<file path="config.mk">
export PLATFORM = sky130hd
export DESIGN_NAME = sm_decoder_flat
export DESIGN_NICKNAME = d
export VERILOG_FILES = /design/src/rtl/sm_decoder_if.sv /design/src/rtl/sm_decoder.sv /design/src/flat_wrapper.sv
export SDC_FILE = /design/constraint.sdc
export NUM_CORES = 1
export LEC_CHECK = 0
export ABC_AREA = 1
export BUFFER_PORTS_ARGS = -buffer_cell sky130_fd_sc_hd__buf_2
export CAP_MARGIN = 20
export CORE_ASPECT_RATIO = 0.7
export CORE_MARGIN = 2
export CORE_UTILIZATION = 30
export CTS_CLUSTER_SIZE = 25
export DETAILED_ROUTE_END_ITERATION = 6
export PLACE_DENSITY_LB_ADDON = 0.1
export SYNTH_ARGS = -nofsm -noshare
export SYNTH_HDL_FRONTEND = slang
export SYNTH_SLANG_ARGS = --single-unit
</file>
<file path="constraint.sdc">
create_clock -name clk -period 3 [get_ports clk]
set_clock_uncertainty 0.1 [all_clocks]
set_input_delay 0.3 -clock clk [delete_from_list [all_inputs] [get_ports clk]]
set_output_delay 0.3 -clock clk [all_outputs]
set_load 0.05 [all_outputs]
</file>
<file path="src/rtl/sm_decoder_if.sv">
// Pixel-memory read port and pixel output stream of the sparse-map decoder.
// The master side is the decoder; the slave side is the memory arbiter plus consumer.
interface sm_decoder_if;
  logic        pxMem_RD_VLD;
  logic        pxMem_RD_RDY;
  logic        pxMem_GRANT;
  logic        pxMem_RD_REQ;
  logic [15:0] pxMem_Addr;
  logic [4:0]  px_burst;
  logic [15:0] pxMem_in;
  logic        px_RDY;
  logic        px_VLD;
  logic [15:0] px_value_out;
  logic [9:0]  px_row;
  logic [15:0] px_col;

  modport master (
    input  pxMem_RD_VLD, pxMem_GRANT, pxMem_in, px_RDY,
    output pxMem_RD_RDY, pxMem_RD_REQ, pxMem_Addr, px_burst,
    output px_VLD, px_value_out, px_row, px_col
  );

  modport slave (
    output pxMem_RD_VLD, pxMem_GRANT, pxMem_in, px_RDY,
    input  pxMem_RD_RDY, pxMem_RD_REQ, pxMem_Addr, px_burst,
    input  px_VLD, px_value_out, px_row, px_col
  );
endinterface

</file>
<file path="src/rtl/sm_decoder.sv">
// Sparse-map decoder: reads a 16-bit sparsity map, burst-reads its non-zero values and
// streams them out tagged with (row, col). Zero pixels are never emitted.
module sm_decoder (
  input  logic           clk,
  input  logic           rst_n,
  input  logic [15:0]    start_address,
  input  logic [9:0]     start_row,
  input  logic [15:0]    start_col,
  input  logic           op_start,
  output logic           busy,
  sm_decoder_if.master   bus
);

  localparam logic [3:0] StIdle    = 4'd0;
  localparam logic [3:0] StSetup   = 4'd1;
  localparam logic [3:0] StGrantSm = 4'd2;
  localparam logic [3:0] StCmdSm   = 4'd3;
  localparam logic [3:0] StRecvSm  = 4'd4;
  localparam logic [3:0] StHamming = 4'd5;
  localparam logic [3:0] StSave    = 4'd6;
  localparam logic [3:0] StGrantNz = 4'd7;
  localparam logic [3:0] StCmdNz   = 4'd8;
  localparam logic [3:0] StRecvNz  = 4'd9;
  localparam logic [3:0] StMove    = 4'd10;

  logic [3:0]  state_q;
  logic [15:0] sa_q, nz_addr_q, col_q, sm_q, rem_q;
  logic [9:0]  row_q;
  logic [4:0]  count_q, burst_q, rcv_q;
  logic [1:0]  nib_q;
  logic [3:0]  out_q;
  logic [15:0] nz_buf_q [16];

  logic [3:0]  nibble;
  logic [3:0]  lsb_idx;

  assign nibble = sm_q[{nib_q, 2'b00} +: 4];

  // Lowest remaining set bit of the map is the position of the next pixel to emit.
  always_comb begin
    lsb_idx = 4'd0;
    for (int i = 15; i >= 0; i--) begin
      if (rem_q[i]) lsb_idx = 4'(i);
    end
  end

  always_ff @(posedge clk) begin
    if (!rst_n) begin
      state_q   <= StIdle;
      sa_q      <= '0;
      nz_addr_q <= '0;
      row_q     <= '0;
      col_q     <= '0;
      sm_q      <= '0;
      rem_q     <= '0;
      count_q   <= '0;
      burst_q   <= '0;
      rcv_q     <= '0;
      nib_q     <= '0;
      out_q     <= '0;
      for (int i = 0; i < 16; i++) nz_buf_q[i] <= '0;
    end else begin
      case (state_q)
        StIdle: begin
          if (op_start) begin
            sa_q    <= start_address;
            row_q   <= start_row;
            col_q   <= start_col;
            state_q <= StSetup;
          end
        end
        StSetup: begin
          nz_addr_q <= sa_q + 16'd1;
          state_q   <= StGrantSm;
        end
        StGrantSm: if (bus.pxMem_GRANT) state_q <= StCmdSm;
        StCmdSm:   state_q <= StRecvSm;
        StRecvSm: begin
          if (bus.pxMem_RD_VLD) begin
            sm_q    <= bus.pxMem_in;
            count_q <= '0;
            nib_q   <= '0;
            state_q <= StHamming;
          end
        end
        StHamming: begin
          count_q <= count_q + {4'd0, nibble[0]} + {4'd0, nibble[1]}
                             + {4'd0, nibble[2]} + {4'd0, nibble[3]};
          nib_q   <= nib_q + 2'd1;
          if (nib_q == 2'd3) state_q <= StSave;
        end
        StSave: begin
          burst_q <= count_q;
          rcv_q   <= '0;
          out_q   <= '0;
          rem_q   <= sm_q;
          state_q <= (count_q == 5'd0) ? StIdle : StGrantNz;
        end
        StGrantNz: if (bus.pxMem_GRANT) state_q <= StCmdNz;
        StCmdNz:   state_q <= StRecvNz;
        StRecvNz: begin
          if (bus.pxMem_RD_VLD) begin
            nz_buf_q[rcv_q[3:0]] <= bus.pxMem_in;
            rcv_q                <= rcv_q + 5'd1;
            if (rcv_q + 5'd1 == burst_q) state_q <= StMove;
          end
        end
        StMove: begin
          if (bus.px_RDY) begin
            rem_q[lsb_idx] <= 1'b0;
            out_q          <= out_q + 4'd1;
            // Only one set bit left means this handshake was the last pixel.
            if ((rem_q & (rem_q - 16'd1)) == 16'd0) state_q <= StIdle;
          end
        end
        default: state_q <= StIdle;
      endcase
    end
  end

  always_comb begin
    busy              = (state_q != StIdle);
    bus.pxMem_RD_REQ  = 1'b0;
    bus.pxMem_RD_RDY  = 1'b0;
    bus.pxMem_Addr    = '0;
    bus.px_burst      = '0;
    bus.px_VLD        = 1'b0;
    bus.px_value_out  = '0;
    bus.px_row        = '0;
    bus.px_col        = '0;
    case (state_q)
      StGrantSm, StCmdSm, StRecvSm: begin
        bus.pxMem_RD_REQ = (state_q != StRecvSm);
        bus.pxMem_RD_RDY = (state_q == StRecvSm);
        bus.pxMem_Addr   = sa_q;
        bus.px_burst     = 5'd1;
      end
      StGrantNz, StCmdNz, StRecvNz: begin
        bus.pxMem_RD_REQ = (state_q != StRecvNz);
        bus.pxMem_RD_RDY = (state_q == StRecvNz);
        bus.pxMem_Addr   = nz_addr_q;
        bus.px_burst     = burst_q;
      end
      StMove: begin
        bus.px_VLD       = 1'b1;
        bus.px_value_out = nz_buf_q[out_q];
        bus.px_row       = row_q;
        bus.px_col       = col_q + {12'd0, lsb_idx};
      end
      default: ;
    endcase
  end

endmodule

</file>
<file path="src/flat_wrapper.sv">
// flat-port wrapper written by rule: the top's interface ports become plain ports
module sm_decoder_flat 
  (clk, rst_n, start_address, start_row, start_col, op_start, busy, bus_pxMem_RD_VLD, bus_pxMem_GRANT, bus_pxMem_in, bus_px_RDY, bus_pxMem_RD_RDY, bus_pxMem_RD_REQ, bus_pxMem_Addr, bus_px_burst, bus_px_VLD, bus_px_value_out, bus_px_row, bus_px_col);
  sm_decoder_if bus_i ();
  input  logic clk;
  input  logic rst_n;
  input  logic [15:0] start_address;
  input  logic [9:0] start_row;
  input  logic [15:0] start_col;
  input  logic op_start;
  output logic busy;
  input wire logic [$bits(bus_i.pxMem_RD_VLD)-1:0] bus_pxMem_RD_VLD;
  input wire logic [$bits(bus_i.pxMem_GRANT)-1:0] bus_pxMem_GRANT;
  input wire logic [$bits(bus_i.pxMem_in)-1:0] bus_pxMem_in;
  input wire logic [$bits(bus_i.px_RDY)-1:0] bus_px_RDY;
  output wire logic [$bits(bus_i.pxMem_RD_RDY)-1:0] bus_pxMem_RD_RDY;
  output wire logic [$bits(bus_i.pxMem_RD_REQ)-1:0] bus_pxMem_RD_REQ;
  output wire logic [$bits(bus_i.pxMem_Addr)-1:0] bus_pxMem_Addr;
  output wire logic [$bits(bus_i.px_burst)-1:0] bus_px_burst;
  output wire logic [$bits(bus_i.px_VLD)-1:0] bus_px_VLD;
  output wire logic [$bits(bus_i.px_value_out)-1:0] bus_px_value_out;
  output wire logic [$bits(bus_i.px_row)-1:0] bus_px_row;
  output wire logic [$bits(bus_i.px_col)-1:0] bus_px_col;
  assign bus_i.pxMem_RD_VLD = bus_pxMem_RD_VLD;
  assign bus_i.pxMem_GRANT = bus_pxMem_GRANT;
  assign bus_i.pxMem_in = bus_pxMem_in;
  assign bus_i.px_RDY = bus_px_RDY;
  assign bus_pxMem_RD_RDY = bus_i.pxMem_RD_RDY;
  assign bus_pxMem_RD_REQ = bus_i.pxMem_RD_REQ;
  assign bus_pxMem_Addr = bus_i.pxMem_Addr;
  assign bus_px_burst = bus_i.px_burst;
  assign bus_px_VLD = bus_i.px_VLD;
  assign bus_px_value_out = bus_i.px_value_out;
  assign bus_px_row = bus_i.px_row;
  assign bus_px_col = bus_i.px_col;
  sm_decoder u_core (.clk(clk), .rst_n(rst_n), .start_address(start_address), .start_row(start_row), .start_col(start_col), .op_start(op_start), .busy(busy), .bus(bus_i));
endmodule
</file>
# Yosys cells after proc, flatten, opt, wreduce, memory -nomap -nowiden
# Memory sizes are Yosys's and may differ from the RTL's. A register that Yosys moved wholly into a read port is not among the register bits.
# Index checks and enable logic that the tools add are counted.
# op_classes
magnitude_cmp	2
bitwise	3
n_mul	0
div	0
muxes	57
eq_ne	23
n_reduce_logical	17
shifts	1
addsub	10
# ops
cell	count
$mux 4	29
$mux 16	4
$pmux 16 s2	2
$pmux 4 s11	1
$and 16x16->16	2
$pmux 5 s2	3
$add 5x1->5	4
$add 16x1->16 const B	1
$add 16x4->16	1
$eq 4x3->1 const B	4
$logic_not 16->1	1
$not 16->16	1
$reduce_or 16->1	1
$shiftx 16x5->4	1
$sub 16x1->16 const B	1
$eq 4x4->1 const B	3
$ne 2x2->1 const B	6
$mux 10	1
$mux 5	2
$reduce_and 2->1	5
$reduce_and 9->1	1
$eq 4x2->1 const B	2
$mux 1	8
$pmux 4 s2	1
22 further kinds	28
# totals
mem_bits_rw	256
elab_cells	126
n_memories	1
ff_bits	115
romBits	0
in_bits	64
latch_bits	0
# memory_table
memory	words	width	rd	rd_clocked_by_memory_dff	write_ports	line_no	rtl
u_core.nz_buf_q	16	16	1	1	16	sm_decoder.sv:32	logic [15:0] nz_buf_q [16];

# Depth between registers and ports, before layout
# Gate-level depths: netlist of run 1.
# logic_depth
depth_word	24
depth_mapped	24

# Worst setup path after synthesis of run 1
# No wires, ideal clock.
# synth_timing
path_type	reg2out
from	reg u_core.rem_q[14]
to	out bus_px_col[4]
setup_slack_ps	-191
t_required_ps	2600
path_stages_with_launch	21
path_buffers	0
arrival_time_ps	2791
cell_sequence	dfxtp_1 -> o21ai_0 -> nand2_1 -> nand2_1 -> nand2_1 -> nand2_1 -> nand2_1 -> nand2_1 -> nand2_1 -> nand2_1 -> nand2_1 -> nand2_1 -> nand2_1 -> a21oi_1 -> ha_1 -> fa_1 -> nand4_1 -> nand2_1 -> nand2_1 -> nand2_1 -> a31oi_1
# synth_between
elab_chain_len	17
# synth_lines
item	line_no	rtl
from (decl)	sm_decoder.sv:27	logic [15:0] sa_q, nz_addr_q, col_q, sm_q, rem_q;
from (signal assigned)	sm_decoder.sv:96	rem_q <= sm_q;
$mux 4 (15 in a row)	sm_decoder.sv:43	if (rem_q[i]) lsb_idx = 4'(i);
$add 16x4->16	sm_decoder.sv:148	bus.px_col = col_q + {12'd0, lsb_idx};
$mux 16	sm_decoder.sv:131	case (state_q)
to (decl)	flat_wrapper.sv:23	output wire logic [$bits(bus_i.px_col)-1:0] bus_px_col;
# Every way passes these cells.

# Worst setup path in the final report of run 1
# layout_timing
from	reg u_core.rem_q[15]
to	out bus_px_col[6]
# layout_between
elab_chain_len	18
# layout_lines
item	line_no
$mux 4 (16 in a row)	sm_decoder.sv:43
$add 16x4->16	sm_decoder.sv:148
$mux 16	sm_decoder.sv:131
# Every way passes these cells.

==> summary.md, run 1 <==
| Metric | Value |
|---|---|
| Max-Slew Margin vs Limit | 29.1% |
| TritonRoute pass-1 iters | 5 |
| Max-slew violation count | 0 |
| Hold_ws | 0.0689 ns |
| Post-Route WL | around 58 mm |
| Failing checks | setup timing |
| WP data required | approximately 2.6 ns |
| Pin count of the biggest net entering global routing | approximately 110 |
| Setup TNS | -5.27 ns |
| Synth Warn # | 0 |
| Chip Width | approximately 290 um |
| Layout cells sized above 1 | between 10% and 20% |
| Setup crit start kind | flip-flop |
| CTS clk-pin slew, worst paths | 0.07 ns |
| EDFF count, synth | 256 |
| Synth Area in Compound Gates | 15.8% |
| Synth unique cells | 43 |
| Antenna fix cells | 0 |
| Tmin final | between 3 and 4 ns |
| Initial cell density of the core | a little under a third |
| Most common cell after layout, fill and taps aside | nor2_1 |
| Vias in the first global route | around 14000 |
| Post-synth top flop | edfxtp_1 |
| Largest family of logic cells by synthesized area | simple AND/OR/NAND/NOR gates |
| CTS tree | yes |
| Final Cell Area | 21600 um^2 |
| Inserted Clock Buffers | 43 |
| Peak VDD IR | between 400 and 500 uV |
| Fin nets | about 2200 |
| Worst-path maximum fanout | 5 |
| PwrDens | approximately 700 nW/um^2 |
| Commonest non-fill, non-tap cells in the layout | nor2_1 (453), edfxtp_1 (256), o21ai_0 (250), nand2_1 (168), inv_1 (132) |
| DR WL/cell | roughly 20 um |
| Worst EP arrival | around 3.1 ns |
| Worst-case reg-to-reg path depth | 9 |
| Mapped Avg Cell Area | roughly 9.0 um^2 |
| Post-Syn Area | between 15000 and 20000 um^2 |
| F_max | 287 MHz |
| DRC Markers | 0 |
| Placed instance count | roughly 2800 |
| Final Setup Violations | 15 |
| Fin cells | slightly below 3000 |
| Critical path class | reg2out |
| Total global-route track usage | roughly a fifth |
| CP startpoint | u_core.rem_q[15]$_SDFFE_PN0P_ |
| Mapped Cells | just under 2000 |
| H-tree levels | 2 |
| Status | complete, but fails checks |
| Top Ports | 131 |
| HPWL Detailed | ~38 mm |
| CP Capture Type | output port |
| Clock net sink count | 375 |
| Die height | 207 um |
| Final Hold Viols | 0 |
| Clk_lat worst skew | 0.57 ns |
| Reg2reg setup slack | ~0.25 ns |
| Antenna violations before repair | 1 |
| Worst hold path type | in2reg |
| Hold Path Stages | 3 |
| Setup ws final | -0.485 ns |
| Synth Area in XOR/XNOR | less than 1% |
| FF-to-FF End | u_core.count_q[4]$_SDFFE_PN0P_ |
| Root Driver | clkbuf_16 |
| First-pass GRT wire length | 88.1 mm |
| Worst slew pin tran | 1.06 ns |
| Post-Synth Simple-Gate Area | a little under a fifth |
| Layout area overhead | 21.8% |
| Die area | 61000 um^2 |
| Placed cell area | 19400 um^2 |
| Area of the core | about 60000 um^2 |
| Avg Vias per Cell | around 5 |
| HP Start | bus_px_RDY |
| Post-synthesis adder-cell area fraction | under 10% |
| Max-cap violations | 0 |
| Synthesized Nets | ~2000 |
| GP Congestion | around 0.83 |
| Pre-CTS WS | -0.0418 ns |
| Final ANT Viol Nets | 0 |
| Leak | 8.64 nW |
| Vias | between 10000 and 15000 |
| Grt ovf | 0 |
| Port bufs | 130 |
| Multiplexer share of the synthesized area | 0% |
| Post-synthesis sequential area ratio | a little under three fifths |
| Critical R2R Launch | u_core.nib_q[1]$_SDFFE_PN0P_ |
| DRT iter0 DRCs | ~1300 |
| CTS max path bufs | 3 |
| RSZ-0062 raised after global routing | yes |
| Seq cells post-synth | about 380 |
| FFs w/ async S/R, synth | 0% |
| Row count | between 70 and 80 |
| Part of the cycle the worst path needs | 116% |
-- synth_stat cells (15+ instances only) --
cell type	count	area (um^2)
dfxtp_1	119	2380
o22ai_1	29	181
nor2_2	17	106
xor2_1	15	131
inv_1	139	522
edfxtp_1	256	7690
o221ai_1	45	394
nand2_1	182	683
a21oi_1	123	616
clkinv_1	17	63.8
o21ai_0	253	1270
nand3_1	47	235
clkbuf_1	101	379
o211ai_1	21	158
nor2_1	467	1750
-- per-layer routing --
layer	GRT usage (%)	wire length, um	up-vias
li1	-	-	7064
met1	29.8	30800	7110
met2	26.5	24000	342
met3	2.53	2650	60
met4	4.06	963	0
met5	0	0	-
-- layout make-up --
type	count	area, um^2
Multi-Input combinational cell	1300	6620
Sequential cell	375	10100
Tap cell	760	951
Clock inverter	23	181
Fill cell	5973	36800
Timing Repair Buffer	255	1970
Clock buffer	54	1160
Inverter	162	623
-- flip-flops by register name, summed over array words and instances, names as in the netlist, 10 cells and up, named ones only --
name / cells
u_core.rem_q: 16
u_core.col_q: 16
u_core.sa_q: 16
u_core.sm_q: 16
u_core.row_q: 10
u_core.nz_buf_q: 256
u_core.nz_addr_q: 16
-- logic make-up after synthesis --
logic type	count (synthesis)
AND/OR/NAND/NOR	772
XOR/XNOR	16
adder cells (fa/ha/maj)	15
AO/OA/AOI/OAI	497
buffers and inverters	289
flip-flops	375
-- report_power, final --
part	internal, W	switching, W
logic	0.00110	0.00245
clock network	0.00292	0.00224
registers	0.00601	0.000342
-- metrics by stage --
| stage | total power, W | util (%) |
|---|---|---|
| 2_1_floorplan | 0.00868 | - |
| 3_3_place_gp | 0.00975 | 33.2 |
| 3_5_place_dp | 0.00975 | 33.2 |
| 4_1_cts | 0.0151 | 36.7 |
| 5_1_grt | 0.0158 | 37.0 |
| 6_report | 0.0151 | 37.0 |
-- worst max-delay path by stage --
| stage | to | slack, ns |
|---|---|---|
| 4_1_cts | bus_px_col[14] | -0.45 |
| 2_1_floorplan | bus_px_col[7] | 0.04 |
| 3_3_place_gp | bus_px_col[6] | -0.06 |
| 6_report | bus_px_col[6] | -0.48 |
| 5_1_grt | bus_px_col[14] | -0.70 |
| 3_5_place_dp | bus_px_col[6] | -0.04 |
-- worst max-delay path: stages (launching register included) --
cell	delay, ns
dfxtp_2	0.33
inv_2	0.04
o21ai_2	0.11
nand2_1	0.06
nand2_1	0.05
nand2_1	0.05
nand2_1	0.06
nand2_1	0.05
nand2_1	0.06
nand2_1	0.05
nand2_1	0.05
nand2_1	0.04
nand2_1	0.05
nand2_1	0.06
a21oi_2	0.12
ha_2	0.20
fa_2	0.22
nand4_1	0.17
nand2_4	0.17
nand2_4	0.08
nor2_4	0.11
nor2_1	0.06
nor2_2	0.12
buf_6	0.17
-- repair_timing --
action | 4_1_cts | 5_1_grt
buffers inserted | 9 | 8
endpoints found under the hold margin | 42 | 0
gates resized for setup | 57 | 34
hold buffers | 42 | 0
pin swaps | 10 | 9
cloned | 1 | 1
setup endpoints to repair | 34 | 26
Note: power is estimated with default switching activity, not from simulation.
==> run 2, diff against run 1 <==
Settings changed: BUFFER_PORTS_ARGS -buffer_cell sky130_fd_sc_hd__buf_2 to -buffer_cell sky130_fd_sc_hd__clkbuf_2, GPL_TIMING_DRIVEN set to 0.
==> summary.md, run 2 (synthesis gave the netlist of run 1 again) <==
| Metric | Value |
|---|---|
| Commonest non-fill, non-tap cells in the layout | nor2_1 (457), edfxtp_1 (256), o21ai_0 (244), nand2_1 (156), inv_1 (133) |
| Grt ovf | 0 (unchanged) |
| CP max stage delay | 0.35 ns (+0.02 ns) |
| Grt met3 use | 3.55% (+1.0 points) |
| Fin nets | 2274 (+2.6%) |
| Vias in the first global route | 14800 (+4.6%) |
| Biggest register | u_core.nz_buf_q |
| Reg area | 10100 um^2 (about the same) |
| Pin count of the biggest net entering global routing | 17 (-84%) |
| Avg Vias per Cell | 5.13 (+3.1%) |
| Met2 usage | 29.5% (+3.0 points) |
| CTS tree | yes |
| Final ANT Viol Nets | 0 (unchanged) |
| DRT iter0 DRCs | 1643 (+28%) |
| Busiest layer in global routing | met1 |
| Max-Slew Margin vs Limit | 35.1% (+5.9 points) |
| Row count | 74 (unchanged) |
| Clk_lat worst skew | 0.57 ns (about the same) |
| Critical path class | reg2out |
| Peak VDD IR | 352 uV (-18%) |
| Post-Route WL | 66.3 mm (+13%) |
| Status | complete, but fails checks |
| Port bufs | 130 (unchanged) |
| Critical path's slowest cell | dfxtp_4 |
| Final Hold Viols | 0 (unchanged) |
| Die height | 207 um (unchanged) |
| Area of the core | 58300 um^2 (unchanged) |
| WP data required | 2.60 ns (about the same) |
| Vias | 15300 (+5.2%) |
| Setup crit start kind | flip-flop |
| RSZ-0062 raised after global routing | yes |
| Layout area overhead | 24.6% |
| CTS max path bufs | 3 (unchanged) |
| Overall power | 0.0153 W (+1.4%) |
| PwrDens | 691 nW/um^2 (-0.93%) |
| Met1 track demand over resource | 34.9% (+5.1 points) |
| Setup ws final | -0.588 ns (-0.103 ns) |
| Leak | 8.68 nW (+0.47%) |
| Worst-case reg-to-reg path depth | 9 (unchanged) |
| Multi-input logic area | 6860 um^2 (+3.7%) |
| Placed instance count | 2854 (+2.1%) |
| DRC Markers | 0 (unchanged) |
| CP Capture Type | output port |
| Fin cells | 2988 (+2.0%) |
| Tmin final | 3.59 ns (+0.103 ns) |
| TritonRoute pass-1 iters | 7 (+2) |
| Most common cell after layout, fill and taps aside | nor2_1 |
| Worst slew pin tran | 0.974 ns (-0.0888 ns) |
| Die area | 61000 um^2 (unchanged) |
| Clock net sink count | 375 (unchanged) |
| HPWL Detailed | 48.1 mm (+27%) |
| Initial cell density of the core | 30.4% (unchanged) |
| CTS clk-pin slew, worst paths | 0.06 ns (about the same) |
| Failing checks | setup timing |
| Worst hold path type | in2reg |
| GP Congestion | 0.902 (+8.7%) |
| Root Driver | clkbuf_16 |
| Antenna fix cells | 0 (unchanged) |
| Worst-path maximum fanout | 4 (-1) |
| Final Cell Area | 22100 um^2 (+2.3%) |
| First-pass GRT wire length | 98.1 mm (+11%) |
| Placed cell area | 19300 um^2 (-0.13%) |
| CP cell instances | buf_4 > nor2_1 > inv_1 > a21oi_1 > o21ai_1 > nand2_1 > a21oi_1 > ha_1 > a21o_1 > nand2_1 > nand2_2 > buf_4 > buf_6 > nand3_2 > o21ai_2 > o21ai_1 > nor2_1 > clkbuf_8 |
| F_max | 279 MHz (-2.9%) |
| Total global-route track usage | 21.7% (+2.9 points) |
| Final Setup Violations | 16 (+1) |
| DR WL/cell | 22.2 um (+11%) |
| Layout cells sized above 1 | 19.1% (+1.5 points) |
| Inserted Clock Buffers | 41 (-4.7%) |
| Max FFs per register | 256 (unchanged) |
| H-tree levels | 2 (unchanged) |
| Antenna violations before repair | 3 (+2) |
| Chip Width | 294 um (unchanged) |
| Hold Path Stages | 3 (unchanged) |
| Worst EP arrival | 3.19 ns (+0.11 ns) |
| Max-slew violation count | 0 (unchanged) |
| Top Ports | 131 (unchanged) |
| Part of the cycle the worst path needs | 120% (+3.4 points) |
| # fillers | 5965 (-0.13%) |
| Max-cap violations | 0 (unchanged) |
-- run 2: cell count changes in the layout (fill, tap and decap cells not counted), sizes merged --
cell	change
buf	-149
bufinv	+1
inv	-1
clkbuf	+207
clkinv	-1
clkinvlp	+2
bufbuf	-1
dlygate4sd3	+1
-- run 2: per-stage QoR --
stage	TNS (ns)	worst slack [ns]	hold WS, ns	utilization (%)
4_1_cts	-7.97	-0.608	0.0221	37.4
2_1_floorplan	0	0.0362	0.328	-
6_report	-7.30	-0.588	0.0448	37.9
3_5_place_dp	-24.55	-0.584	0.348	33.1
5_1_grt	-11.10	-0.843	0.0625	37.9
3_3_place_gp	-22.25	-0.573	0.341	33.1
-- run 2: final timing paths --
kind | startpoint | endpoint | slack [ns]
min reg2reg | u_core.row_q[5]$_SDFFE_PN0P_ | u_core.row_q[5]$_SDFFE_PN0P_ | 0.35
min | bus_pxMem_in[13] | u_core.sm_q[13]$_SDFFE_PN0P_ | 0.04
max reg2reg | u_core.nib_q[0]$_SDFFE_PN0P_ | u_core.count_q[4]$_SDFFE_PN0P_ | 0.18
max | u_core.rem_q[14]$_SDFFE_PN0P_ | bus_px_col[11] | -0.59
-- run 2: what timing repair did --
action / in CTS / in global routing
setup buffers: 11 / 6
gates cloned: 0 / 1
pin swaps: 12 / 17
endpoints found under the hold margin: 43 / 0
endpoints found under the setup margin: 274 / 187
hold buffers: 43 / 0
gates resized for setup: 222 / 91
-- run 2: worst max-delay path, delay by kind of cell, from the launching register on --
family / cells / cell delay [ns]
compound gates: 6 / 0.64
simple gates: 6 / 0.73
flops: 1 / 0.35
fa+ha+maj: 1 / 0.30
buf+inv: 5 / 0.60
-- run 2: cell type report --
cell class,count,area share [%]
Inverter,162,2.78
Clock inverter,23,0.844
Sequential cell,375,45.7
Multi-Input combinational cell,1300,31.1
Timing Repair Buffer,189,6.70
Tap cell,760,4.31
Clock buffer,53,5.13
Timing Repair inverter,1,0.0227
Buffer,125,3.47
-- run 2: routing by layer --
layer | share of wire [%] | routed length, um
met1 | 51 | 33700
met2 | 40 | 26500
met3 | 7.1 | 4730
met4 | 2.0 | 1360
met5 | 0 | 0
-- run 2: report_power, final --
part / internal (W) / switching (W) / total, W
clock: 0.00293 / 0.00224 / 0.00516
combinational: 0.00109 / 0.00269 / 0.00377
sequential: 0.00601 / 0.000310 / 0.00632
total: 0.0100 / 0.00523 / 0.0153
==> run 3, diff against run 2 <==
Settings changed: RECOVER_POWER set to 25.
==> summary.md, run 3 (synthesis gave the netlist of run 1 again) <==
| Metric | Value |
|---|---|
| Status | complete, but fails checks |
| Failing checks | setup timing |
| Worst hold path type | in2reg |
| Total global-route track usage | 21.7% (unchanged) |
| Biggest register | u_core.nz_buf_q |
| CP Capture Type | output port |
| Worst-case reg-to-reg path depth | 13 (+4) |
| GP Congestion | 0.902 (unchanged) |
| Clock net sink count | 375 (unchanged) |
| Critical path class | reg2out |
| Layout area overhead | 24.4% |
| Avg Vias per Cell | 5.11 (-0.42%) |
| HP Start | bus_pxMem_in[13] |
| Critical path's slowest cell | dfxtp_4 |
| Commonest non-fill, non-tap cells in the layout | nor2_1 (460), edfxtp_1 (256), o21ai_0 (244), nand2_1 (158), inv_1 (135) |
| Final ANT Viol Nets | 0 (unchanged) |
| Overall power | 0.0152 W (-0.21%) |
| Pin count of the biggest net entering global routing | 17 (unchanged) |
| WP data required | 2.60 ns (about the same) |
| Top Ports | 131 (unchanged) |
| Peak VDD IR | 350 uV (-0.60%) |
| Most common cell after layout, fill and taps aside | nor2_1 |
| Max-Slew Margin vs Limit | 35.4% (+0.37 points) |
| Post-Route WL | 66.4 mm (+0.14%) |
| PwrDens | 691 nW/um^2 (about the same) |
| Setup ws final | -0.598 ns (-0.0104 ns) |
| Area of the core | 58300 um^2 (unchanged) |
| Die area | 61000 um^2 (unchanged) |
| Vias in the first global route | 14800 (unchanged) |
| Leak | 8.64 nW (-0.46%) |
| Fin nets | 2274 (unchanged) |
| Sw frac | 34.3% (-0.039 points) |
| Reg2reg setup slack | -0.49 ns (-0.67 ns) |
| Max FFs per register | 256 (unchanged) |
| Part of the cycle the worst path needs | 120% (+0.35 points) |
| CTS clk-pin slew, worst paths | 0.06 ns (about the same) |
| Tmin final | 3.60 ns (+0.0104 ns) |
| Worst-path maximum fanout | 4 (unchanged) |
| Fin cells | 2991 (+0.10%) |
| CP max stage delay | 0.34 ns (about the same) |
| H-tree levels | 2 (unchanged) |
| Placed cell area | 19300 um^2 (unchanged) |
| TritonRoute pass-1 iters | 5 (-2) |
| Int Power | 0.0100 W (-0.15%) |
| DRC Markers | 0 (unchanged) |
| Setup crit start kind | flip-flop |
| Clock power frac | 33.9% (about the same) |
| CTS tree | yes |
| Vias | 15300 (-0.32%) |
| Grt ovf | 0 (unchanged) |
| Clk_lat worst skew | 0.58 ns (about the same) |
| Worst slew pin tran | 0.969 ns (-0.00551 ns) |
| DRT iter0 DRCs | 1597 (-2.8%) |
| Placed instance count | 2854 (unchanged) |
| Final Cell Area | 22000 um^2 (-0.18%) |
| Chip Width | 294 um (unchanged) |
| Row count | 74 (unchanged) |
| FF-to-FF End | u_core.nz_buf_q[12][15]$_SDFFCE_PN0P_ |
| Seq pwr share | 41.5% (about the same) |
| Inserted Clock Buffers | 41 (unchanged) |
| Initial cell density of the core | 30.4% (unchanged) |
| First-pass GRT wire length | 98.1 mm (unchanged) |
| Layout cells sized above 1 | 18.5% (-0.54 points) |
| Max-slew violation count | 0 (unchanged) |
| DR WL/cell | 22.2 um (about the same) |
| Hold Path Stages | 3 (unchanged) |
| Max-cap violations | 0 (unchanged) |
| Logic pwr share | 24.5% (-0.2 points) |
| Final Setup Violations | 319 (+303) |
| CTS max path bufs | 3 (unchanged) |
| Critical R2R Launch | u_core.state_q[1]$_SDFFE_PN0P_ |
| CP cell instances | buf_4 > nor2_1 > inv_1 > a21oi_1 > o21ai_1 > nand2_1 > a21oi_1 > ha_1 > a21o_1 > nand2_1 > nand2_2 > buf_4 > buf_6 > nand3_2 > o21ai_2 > o21ai_1 > nor2_1 > clkbuf_8 |
| Port bufs | 130 (unchanged) |
| HPWL Detailed | 48.1 mm (unchanged) |
| Worst path buffer plus inverter count | 5 (unchanged) |
| Die height | 207 um (unchanged) |
| Root Driver | clkbuf_16 |
| Final Hold Viols | 0 (unchanged) |
| Min-Delay Endpoint | u_core.sm_q[13]$_SDFFE_PN0P_ |
| Crit-path leading delay family | simple AND/OR/NAND/NOR gates |
| F_max | 278 MHz (-0.29%) |
| RSZ-0062 raised after global routing | yes |
| Worst EP arrival | 3.20 ns (about the same) |
| Antenna violations before repair | 3 (unchanged) |
| Net Sw Power | 0.00522 W (-0.33%) |
-- run 3: cell count changes in the layout (fill, tap and decap cells not counted), moves of 3 or more --
cell	change
buf_2	-3
clkbuf_1	+5
diode_2	+3
nor2_1	+3
-- run 3: worst max path at each step --
stage	end	startpoint	slack, ns	depth (start not counted)
finish	bus_px_col[11]	u_core.rem_q[14]$_SDFFE_PN0P_	-0.60	18
global route	bus_px_col[14]	u_core.rem_q[15]$_SDFFE_PN0P_	-0.84	23
CTS	bus_px_col[6]	u_core.rem_q[15]$_SDFFE_PN0P_	-0.61	23
detailed placement	bus_px_value_out[8]	flip-flop	-0.58	8
global placement	bus_px_value_out[8]	flip-flop	-0.57	8
floorplan	bus_px_col[7]	u_core.rem_q[15]$_SDFFE_PN0P_	0.04	22
-- run 3: timing repair --
item	4_1_cts	5_1_grt
endpoints found under the hold margin	43	0
pin swaps	12	17
hold buffers	43	0
buffers inserted	11	6
resized for setup	222	91
gates cloned	0	1
endpoints found under the setup margin	274	187
-- run 3: tightest hold or removal path, cell delays in order --
cell and delay (ns):
clkbuf_2 0.08, clkinv_1 0.19, a21oi_1 0.10
-- run 3: area by class of cell --
cell class | instances | area, um^2
plain buffers | 125 | 759
clock inverters | 23 | 186
inverters | 162 | 612
diodes | 3 | 7.51
clock buffers | 53 | 1130
fillers | 5975 | 36300
repair inverters | 1 | 5.00
flip-flops and latches | 375 | 10100
repair buffers | 189 | 1480
well taps | 760 | 951
multi-input cells | 1300 | 6830
-- run 3: power groups by stage --
stage	Sequential, W	Clock, W	Combinational, W
6_report	0.00632	0.00517	0.00374
5_1_grt	0.00639	0.00546	0.00414
4_1_cts	0.00632	0.00527	0.00366
3_5_place_dp	0.00642	0	0.00342
3_3_place_gp	0.00642	0	0.00340
2_1_floorplan	0.00632	0	0.00236
-- run 3: through the flow --
| step | TNS, ns | hold WS [ns] | setup slack [ns] | util (%) |
|---|---|---|---|---|
| after floorplan | 0 | 0.328 | 0.0362 | - |
| after global placement | -22.25 | 0.341 | -0.573 | 33.1 |
| after detailed placement | -24.55 | 0.348 | -0.584 | 33.1 |
| after CTS | -7.97 | 0.0221 | -0.608 | 37.4 |
| after global routing | -239.08 | 0.0625 | -0.843 | 37.8 |
| final | -101.50 | 0.0467 | -0.598 | 37.8 |
-- run 3: layer usage --
layer	track usage (%)	vias up	part of all wire (%)
met5	0	-	0
met4	5.10	0	2.1
met3	3.55	86	7.2
met2	29.5	496	40
met1	34.9	7499	51
li1	-	7200	-
